==> src/rtl/circuit8_sched_if.sv <==
// Operand/result handshake bundle for circuit8_sched.
// The slave side is the scheduler; the master side is the producer/consumer pair.
interface circuit8_sched_if #(parameter int DATAWIDTH = 64);
  logic                 in_valid;
  logic                 in_ready;
  logic [DATAWIDTH-1:0] a;
  logic [DATAWIDTH-1:0] b;
  logic [DATAWIDTH-1:0] c;
  logic [DATAWIDTH-1:0] zero;
  logic                 out_valid;
  logic                 out_ready;
  logic [DATAWIDTH-1:0] z;
  logic                 gEQz;
  logic                 busy;

  modport slave (
    input  in_valid, a, b, c, zero, out_ready,
    output in_ready, out_valid, z, gEQz, busy
  );

  modport master (
    output in_valid, a, b, c, zero, out_ready,
    input  in_ready, out_valid, z, gEQz, busy
  );
endinterface

==> src/rtl/circuit8_sched.sv <==
// CIRCUIT8 (e=a+b, f=a-c, g=e-f, z = (g==zero) ? e : f) evaluated over several
// cycles on one shared add/subtract unit, with valid/ready on both sides.
//
//   state | meaning
//   IDLE  | in_ready high, waiting for operands
//   OP_E  | re <= ra + rb
//   OP_F  | rf <= ra - rc
//   OP_G  | rg <= re - rf
//   CMP   | gEQz/z updated from rg == rzero
//   OUT   | out_valid high until out_ready
module circuit8_sched #(
  parameter int DATAWIDTH = 64
) (
  input  logic            clk,
  input  logic            rst_n,
  circuit8_sched_if.slave bus
);

  typedef enum logic [2:0] {
    IDLE = 3'd0,
    OP_E = 3'd1,
    OP_F = 3'd2,
    OP_G = 3'd3,
    CMP  = 3'd4,
    OUT  = 3'd5
  } state_t;

  state_t state, state_nxt;

  logic [DATAWIDTH-1:0] ra, rb, rc, rzero;
  logic [DATAWIDTH-1:0] re, rf, rg;
  logic [DATAWIDTH-1:0] z_q;
  logic                 geq_q;

  logic [DATAWIDTH-1:0] alu_a, alu_b, alu_y;
  logic                 alu_sub;

  // Subtraction as invert-B plus carry-in, so one adder serves all three steps.
  always_comb begin
    alu_a   = ra;
    alu_b   = rb;
    alu_sub = 1'b0;
    case (state)
      OP_F: begin
        alu_b   = rc;
        alu_sub = 1'b1;
      end
      OP_G: begin
        alu_a   = re;
        alu_b   = rf;
        alu_sub = 1'b1;
      end
      default: ;
    endcase
  end

  assign alu_y = alu_a + (alu_b ^ {DATAWIDTH{alu_sub}}) + {{(DATAWIDTH-1){1'b0}}, alu_sub};

  always_comb begin
    state_nxt = state;
    case (state)
      IDLE:    if (bus.in_valid) state_nxt = OP_E;
      OP_E:    state_nxt = OP_F;
      OP_F:    state_nxt = OP_G;
      OP_G:    state_nxt = CMP;
      CMP:     state_nxt = OUT;
      OUT:     if (bus.out_ready) state_nxt = IDLE;
      default: state_nxt = IDLE;
    endcase
  end

  always_ff @(posedge clk or negedge rst_n) begin
    if (!rst_n) state <= IDLE;
    else        state <= state_nxt;
  end

  always_ff @(posedge clk or negedge rst_n) begin
    if (!rst_n) begin
      ra    <= '0;
      rb    <= '0;
      rc    <= '0;
      rzero <= '0;
      re    <= '0;
      rf    <= '0;
      rg    <= '0;
      z_q   <= '0;
      geq_q <= 1'b0;
    end else begin
      case (state)
        IDLE: if (bus.in_valid) begin
          ra    <= bus.a;
          rb    <= bus.b;
          rc    <= bus.c;
          rzero <= bus.zero;
        end
        OP_E: re <= alu_y;
        OP_F: rf <= alu_y;
        OP_G: rg <= alu_y;
        CMP: begin
          geq_q <= (rg == rzero);
          z_q   <= (rg == rzero) ? re : rf;
        end
        default: ;
      endcase
    end
  end

  // Handshake outputs come straight from the state register: no input-to-output paths.
  assign bus.in_ready  = (state == IDLE);
  assign bus.busy      = (state != IDLE);
  assign bus.out_valid = (state == OUT);
  assign bus.z         = z_q;
  assign bus.gEQz      = geq_q;

endmodule

==> src/flat_wrapper.sv <==
// flat-port wrapper written by rule: the top's interface ports become plain ports
module circuit8_sched_flat 
#(
  parameter int DATAWIDTH = 64
)
  (clk, rst_n, bus_in_valid, bus_a, bus_b, bus_c, bus_zero, bus_out_ready, bus_in_ready, bus_out_valid, bus_z, bus_gEQz, bus_busy);
  circuit8_sched_if #(.DATAWIDTH(DATAWIDTH)) bus_i ();
  input  logic clk;
  input  logic rst_n;
  input wire logic [$bits(bus_i.in_valid)-1:0] bus_in_valid;
  input wire logic [$bits(bus_i.a)-1:0] bus_a;
  input wire logic [$bits(bus_i.b)-1:0] bus_b;
  input wire logic [$bits(bus_i.c)-1:0] bus_c;
  input wire logic [$bits(bus_i.zero)-1:0] bus_zero;
  input wire logic [$bits(bus_i.out_ready)-1:0] bus_out_ready;
  output wire logic [$bits(bus_i.in_ready)-1:0] bus_in_ready;
  output wire logic [$bits(bus_i.out_valid)-1:0] bus_out_valid;
  output wire logic [$bits(bus_i.z)-1:0] bus_z;
  output wire logic [$bits(bus_i.gEQz)-1:0] bus_gEQz;
  output wire logic [$bits(bus_i.busy)-1:0] bus_busy;
  assign bus_i.in_valid = bus_in_valid;
  assign bus_i.a = bus_a;
  assign bus_i.b = bus_b;
  assign bus_i.c = bus_c;
  assign bus_i.zero = bus_zero;
  assign bus_i.out_ready = bus_out_ready;
  assign bus_in_ready = bus_i.in_ready;
  assign bus_out_valid = bus_i.out_valid;
  assign bus_z = bus_i.z;
  assign bus_gEQz = bus_i.gEQz;
  assign bus_busy = bus_i.busy;
  circuit8_sched #(.DATAWIDTH(DATAWIDTH)) u_core (.clk(clk), .rst_n(rst_n), .bus(bus_i));
endmodule
==> config.mk <==
export PLATFORM = sky130hd
export DESIGN_NAME = circuit8_sched_flat
export DESIGN_NICKNAME = d
export VERILOG_FILES = /design/src/rtl/circuit8_sched_if.sv /design/src/rtl/circuit8_sched.sv /design/src/flat_wrapper.sv
export SDC_FILE = /design/constraint.sdc
export NUM_CORES = 1
export LEC_CHECK = 0
export CORE_ASPECT_RATIO = 0.7
export CORE_UTILIZATION = 63
export CTS_BUF_LIST = sky130_fd_sc_hd__clkbuf_4 sky130_fd_sc_hd__clkbuf_8
export CTS_CLUSTER_DIAMETER = 50
export CTS_CLUSTER_SIZE = 24
export DETAILED_ROUTE_END_ITERATION = 12
export PLACE_DENSITY = 0.89
export SKIP_LAST_GASP = 1
export SLEW_MARGIN = 20
export SYNTH_ARGS = -nofsm -noshare
export SYNTH_HDL_FRONTEND = slang
export SYNTH_SLANG_ARGS = --single-unit
==> constraint.sdc <==
create_clock -name clk -period 8.6 [get_ports clk]
set_clock_uncertainty 0.2 [all_clocks]
set_input_delay 2.58 -clock clk [delete_from_list [all_inputs] [get_ports clk]]
set_output_delay 2.58 -clock clk [all_outputs]
set_load 0.02 [all_outputs]
Word level (Yosys, flattened, before mapping)
Index checks and enable logic that the tools add are counted.
{ "totals": {"reg_bits": 516, "inputBits": 260, "output_inout_bits": 68, "word_cells": 33} }
{ "op_classes": {"addsub": 2, "n_eq_ne": 8, "n_mux": 7, "n_bitwise": 1, "reduce_logical": 5} }
{ "op_table": {"columns": ["cell", "n"], "rows": [
  ["64-bit 2-to-1 mux", 2],
  ["64-bit one-hot mux with 2 select lines", 1],
  ["64-bit by 1-bit adder with 64-bit output", 1],
  ["64-bit adder", 1],
  ["64-bit equality test", 1],
  ["64-bit bitwise XOR", 1],
  ["3-bit one-hot mux with 6 select lines", 1],
  ["3-bit by 2-bit equality test with 1-bit output (second input constant)", 2],
  ["3-bit equality test (second input constant)", 2],
  ["3-bit 2-to-1 mux", 2],
  ["2-bit inequality test (second input constant)", 2],
  ["2-bit AND reduction", 2],
  ["3-bit by 1-bit equality test with 1-bit output (second input constant)", 1],
  ["3-bit logical NOT", 1],
  ["3-bit nonzero test", 1],
  ["2-bit OR reduction", 1],
  ["1-bit 2-to-1 mux", 1]
]} }

Longest topological paths before layout
{ "depth": {"depth_word": 6, "depth_mapped": 20, "mapped_depth_nobuf": 14} }

Worst setup path before layout
Ideal clock, no wire load.
{ "synth_path": {"path_type": "register to register", "from": "register u_core.state[2]", "to": "register u_core.re[51]", "setup_time_ps": 131, "arrival_ps": 3932, "required_time_ps": 8269, "path_slack_ps": 4336, "stages_incl_launch_ff": 18, "path_cell_list": "dfrtp_1 > clkbuf_1 > nand2b_1 > clkbuf_1 > clkbuf_1 > clkbuf_1 > nand2_1 > o21ai_0 > ha_1 > a21o_1 > a31o_1 > a311oi_2 > a211oi_2 > o31ai_4 > a21boi_2 > o21bai_2 > nor3_1 > or3_1"} }
{ "synth_via": {"elab_chain_len": 6, "word_cells_on_any_way": 10, "classes_between": "add/sub (2); eq/ne (3); mux (3); bitwise (1); reduce/logical (1)"} }
{ "synth_lines": {"columns": ["item", "line", "source"], "rows": [
  ["start, declared", "circuit8_sched.sv:28", "state_t state, state_nxt;"],
  ["start signal, assigned", "circuit8_sched.sv:74", "else state <= state_nxt;"],
  ["3-bit by 2-bit equality test with 1-bit output", "circuit8_sched.sv:43", "case (state)"],
  ["2-bit OR reduction (no source line)", null, null],
  ["1-bit 2-to-1 mux", "circuit8_sched.sv:43", null],
  ["64-bit bitwise XOR", "circuit8_sched.sv:57", "assign alu_y = alu_a + (alu_b ^ {DATAWIDTH{alu_sub}}) + {{(DATAWIDTH-1){1'b0}}, alu_sub};"],
  ["64-bit adder", "circuit8_sched.sv:57", null],
  ["64-bit by 1-bit adder with 64-bit output", "circuit8_sched.sv:57", null],
  ["end signal, assigned", "circuit8_sched.sv:96", "OP_E: re <= alu_y;"],
  ["end, declared", "circuit8_sched.sv:31", "logic [DATAWIDTH-1:0] re, rf, rg;"]
]} }
Parallel ways exist; a longest one is shown, timed or not.
A chain may end at the register's enable or synchronous reset.

Final worst setup path
{ "layout_path": {"from": "register u_core.state[0]", "to": "output port bus_out_valid"} }
{ "layout_via": {"elab_chain_len": 1} }
{ "layout_lines": {"columns": ["item", "line", "source"], "rows": [
  ["3-bit equality test", "circuit8_sched.sv:111", "assign bus.out_valid = (state == OUT);"],
  ["end, declared", "flat_wrapper.sv:17", "output wire logic [$bits(bus_i.out_valid)-1:0] bus_out_valid;"]
]} }
Every way passes these cells.

==> run_summary.xml <==
<?xml version="1.0" encoding="UTF-8"?>
<metrics>
  <group name="synthesis">
    <metric name="syn_nets" unit="">2965</metric>
    <metric name="async_set_or_reset_register_ratio_after_synthesis" unit="%">100</metric>
    <metric name="syn_area" unit="um^2">26700</metric>
    <metric name="post_synth_inst_count" unit="">2642</metric>
    <metric name="cell_taking_the_most_area_after_synthesis" unit="">dfrtp_1</metric>
    <metric name="synth.top_cells.by_area" unit="">dfrtp_1 48%, mux2_2 14%, nand2_1 7.1%</metric>
    <metric name="synth_top_area_share" unit="%">48.4</metric>
    <metric name="synth.avg_cell_area" unit="um^2">10.1</metric>
    <metric name="synth_edf_count" unit="">0</metric>
    <metric name="ys_seq_elements" unit="">516</metric>
    <metric name="synth_sequential_area_ratio" unit="%">48.4</metric>
    <metric name="synth.yosys.warnings" unit="">0</metric>
    <metric name="ys_dominant_reg_cell" unit="">dfrtp_1</metric>
    <metric name="post_synth_num_cell_types" unit="">75</metric>
  </group>
  <group name="timing">
    <metric name="hold_viol" unit="">0</metric>
    <metric name="worst_slew_pin_slew" unit="ps">1170</metric>
    <metric name="post-route-period-util" unit="%">70.2</metric>
    <metric name="setup-violations-final" unit="">0</metric>
    <metric name="drv_slew" unit="">0</metric>
    <metric name="layout_min_cycle_time" unit="ps">6030</metric>
    <metric name="setup_repair_after_global_routing_missed_its_margin" unit="">no</metric>
    <metric name="max_clock_freq" unit="MHz">166</metric>
    <metric name="slew_headroom" unit="%">21.7</metric>
    <metric name="setup_total_neg_slack" unit="ps">0</metric>
  </group>
  <group name="routing">
    <metric name="dr_total_vias" unit="">21900</metric>
    <metric name="remaining_drc_errors" unit="">0</metric>
    <metric name="routed_wl_per_cell" unit="um">22.8</metric>
    <metric name="final_antenna_net_count" unit="">0</metric>
    <metric name="vias_cell" unit="">6.38</metric>
    <metric name="postRouteWirelength" unit="um">78200</metric>
    <metric name="drt_iter0_drc" unit="">2421</metric>
    <metric name="drt_pass1_iterations" unit="">6</metric>
  </group>
  <group name="floorplanning">
    <metric name="io_pins" unit="">328</metric>
    <metric name="dieArea" unit="um^2">43200</metric>
    <metric name="die_x" unit="um">248</metric>
    <metric name="floorplan.rows" unit="">62</metric>
    <metric name="core_region_area" unit="um^2">41400</metric>
    <metric name="die_h" unit="um">174</metric>
    <metric name="initial_utilization" unit="%">64.5</metric>
  </group>
  <group name="clock_network">
    <metric name="max-clock-path-buffers" unit="">3</metric>
    <metric name="clk_latency" unit="ps">630</metric>
    <metric name="clock_sink_count" unit="">516</metric>
    <metric name="buffers_inserted_during_post_cts_setup_optimization" unit="">0</metric>
    <metric name="cts-htree-levels" unit="">2</metric>
    <metric name="cts.repair.resized" unit="">0</metric>
    <metric name="cts_inserted_buffers" unit="">37</metric>
    <metric name="cts_tree" unit="">yes</metric>
    <metric name="clkTransAtPathRegs" unit="ps">120</metric>
    <metric name="cts.root.buffer_cell" unit="">clkbuf_8</metric>
    <metric name="holdBufCountCts" unit="">0</metric>
  </group>
  <group name="global_route">
    <metric name="global_route.overflow_total" unit="">0</metric>
    <metric name="grt_antenna_before_repair" unit="">0</metric>
    <metric name="grt_pass1_vias" unit="">21300</metric>
    <metric name="all_layer_global_routing_usage" unit="%">36.2</metric>
    <metric name="grt_max_degree" unit="">184</metric>
    <metric name="grt_first_pass_wirelength" unit="um">121000</metric>
  </group>
  <group name="setup_path">
    <metric name="critical_path.startpoint_type" unit="">register</metric>
    <metric name="path_class" unit="">reg -&gt; out</metric>
    <metric name="critical_path_arrival" unit="ps">3250</metric>
    <metric name="worst_ep_required_time" unit="ps">5820</metric>
    <metric name="cp-end-kind" unit="">output pin</metric>
    <metric name="critical_path_peak_fanout" unit="">33</metric>
  </group>
  <group name="finish">
    <metric name="syn2layout_area_growth" unit="%">16.3</metric>
    <metric name="num-fill-cells" unit="">2790</metric>
    <metric name="layout-drive-gt1-share" unit="%">15.2</metric>
    <metric name="nNetsFinal" unit="">3182</metric>
    <metric name="antenna_cells_inserted" unit="">0</metric>
    <metric name="core_occupancy_in_the_finished_layout" unit="%">74.9</metric>
    <metric name="register_area" unit="um^2">12900</metric>
    <metric name="multi_input_comb_area" unit="um^2">13100</metric>
  </group>
  <group name="placement">
    <metric name="hpwlAfterDp" unit="um">56400</metric>
    <metric name="globalplace.congestion" unit="">0.962</metric>
    <metric name="portBuffers" unit="">327</metric>
  </group>
  <group name="flow_run">
    <metric name="cap_viol_max_count" unit="">0</metric>
  </group>
  <group name="hold_path">
    <metric name="worst_hold_path_type" unit="">reg -&gt; reg</metric>
  </group>
  <group name="outcome">
    <metric name="run_status" unit="">finished, final reports clean</metric>
  </group>
</metrics>
## cells in the mapped netlist, types with 4 or more instances
cell / n
nor3b_1: 4
xor2_1: 86
a21boi_0: 4
mux2_2: 322
and4_1: 4
nand2_1: 505
dfrtp_1: 516
a211oi_1: 9
o21bai_1: 7
a21o_1: 45
nor4_1: 24
inv_1: 13
clkbuf_1: 122
nand2b_1: 10
a21oi_1: 150
mux2i_1: 64
a31oi_1: 7
xnor2_1: 25
o21a_1: 17
o31ai_1: 37
buf_1: 5
o31a_1: 5
nand4_1: 34
nor3_1: 29
nand3_1: 31
o2111ai_1: 4
nor2_1: 103
buf_2: 39
or3_1: 16
nor2b_1: 7
o211ai_1: 21
and3_1: 15
ha_1: 62
o21ai_1: 50
o21ai_0: 192
## cell type report
type	count	share of cell area, %
flip-flops and latches	516	41.6
well taps	544	2.19
clock buffers	41	1.78
multi-input cells	1946	42.3
inverters	13	0.157
repair buffers	345	11.2
clock inverters	21	0.863
## cell families after synthesis
kind of cell,count (synthesis),synth area share [%]
simple gates,797,12.9
compound gates,589,13.4
flops,516,48.4
mux,386,16.0
buf+inv,180,2.74
xor+xnor,111,3.64
fa+ha+maj,63,2.98
## worst max-delay path, stage by stage (launching register included)
cell             delay (ps)
dfrtp_2                 980
inv_1                   390
nor3b_1                 550
clkdlybuf4s50_1         720
## routing by layer
layer	track usage, %	vias to the layer above	wire length, um
li1	-	9729	-
met1	52.9	10800	33100
met2	54.3	1184	35100
met3	8.21	132	7810
met4	10.3	0	2160
met5	0	-	0
## flip-flops by register name, summed over array words and instances (netlist names)
register / count
u_core.rzero: 64
u_core.state: 3
u_core.bus.gEQz: 1
u_core.ra: 64
u_core.rf: 64
u_core.rc: 64
u_core.rb: 64
u_core.rg: 64
u_core.bus.z: 64
u_core.re: 64
## per-stage QoR
stage	hold WS [ps]	cell area [um^2]	std cells	worst slack, ps
2_1_floorplan	262	26700	2642	4340
3_3_place_gp	280	30200	3364	2970
3_5_place_dp	292	30200	3364	2830
4_1_cts	318	31000	3426	2630
5_1_grt	336	31000	3426	2290
6_report	314	31000	3426	2570
## worst paths after layout
check,startpoint,to,slack [ps],cells past startpoint
worst min register to register,u_core.re[14]$_DFFE_PN0P_,u_core.re[14]$_DFFE_PN0P_,310,2
worst max register to register,u_core.state[0]$_DFFE_PN0P_,u_core.rf[62]$_DFFE_PN0N_,2730,14
worst min-delay path,u_core.re[14]$_DFFE_PN0P_,u_core.re[14]$_DFFE_PN0P_,310,2
min in group asynchronous,rst_n,u_core.rc[8]$_DFFE_PN0P_,1840,1
worst max-delay path,u_core.state[0]$_DFFE_PN0P_,bus_out_valid,2570,3
max in group asynchronous,rst_n,u_core.rb[31]$_DFFE_PN0P_,4830,2
## cells in the final DEF, fill, tap and decap left out, types with 4 or more instances in the layout
cell type and instances:
clkbuf_8 39, nor3_1 28, o21ai_0 192, xnor2_1 25, o31a_1 5, a211oi_1 9
o211ai_1 21, o21ai_1 50, mux2i_1 64, mux2_2 322, o2111ai_1 4, nor4_1 22
xor2_1 86, clkdlybuf4s50_1 326, buf_12 4, o31ai_1 37, a21boi_0 4, or3_1 15
ha_1 62, a21o_1 45, inv_1 13, and4_1 4, nor2_1 101, o21bai_1 7
o21a_1 17, and3_1 15, nand2b_1 9, buf_4 14, clkinvlp_4 4, nand2_1 503
nand3_1 31, nor2b_1 7, nand4_1 34, a31oi_1 7, dfrtp_1 515, a21oi_1 150
Power is left out: the tool's default activity adds up to more than one toggle a clock period on the data nets, which glitch-free logic cannot reach.
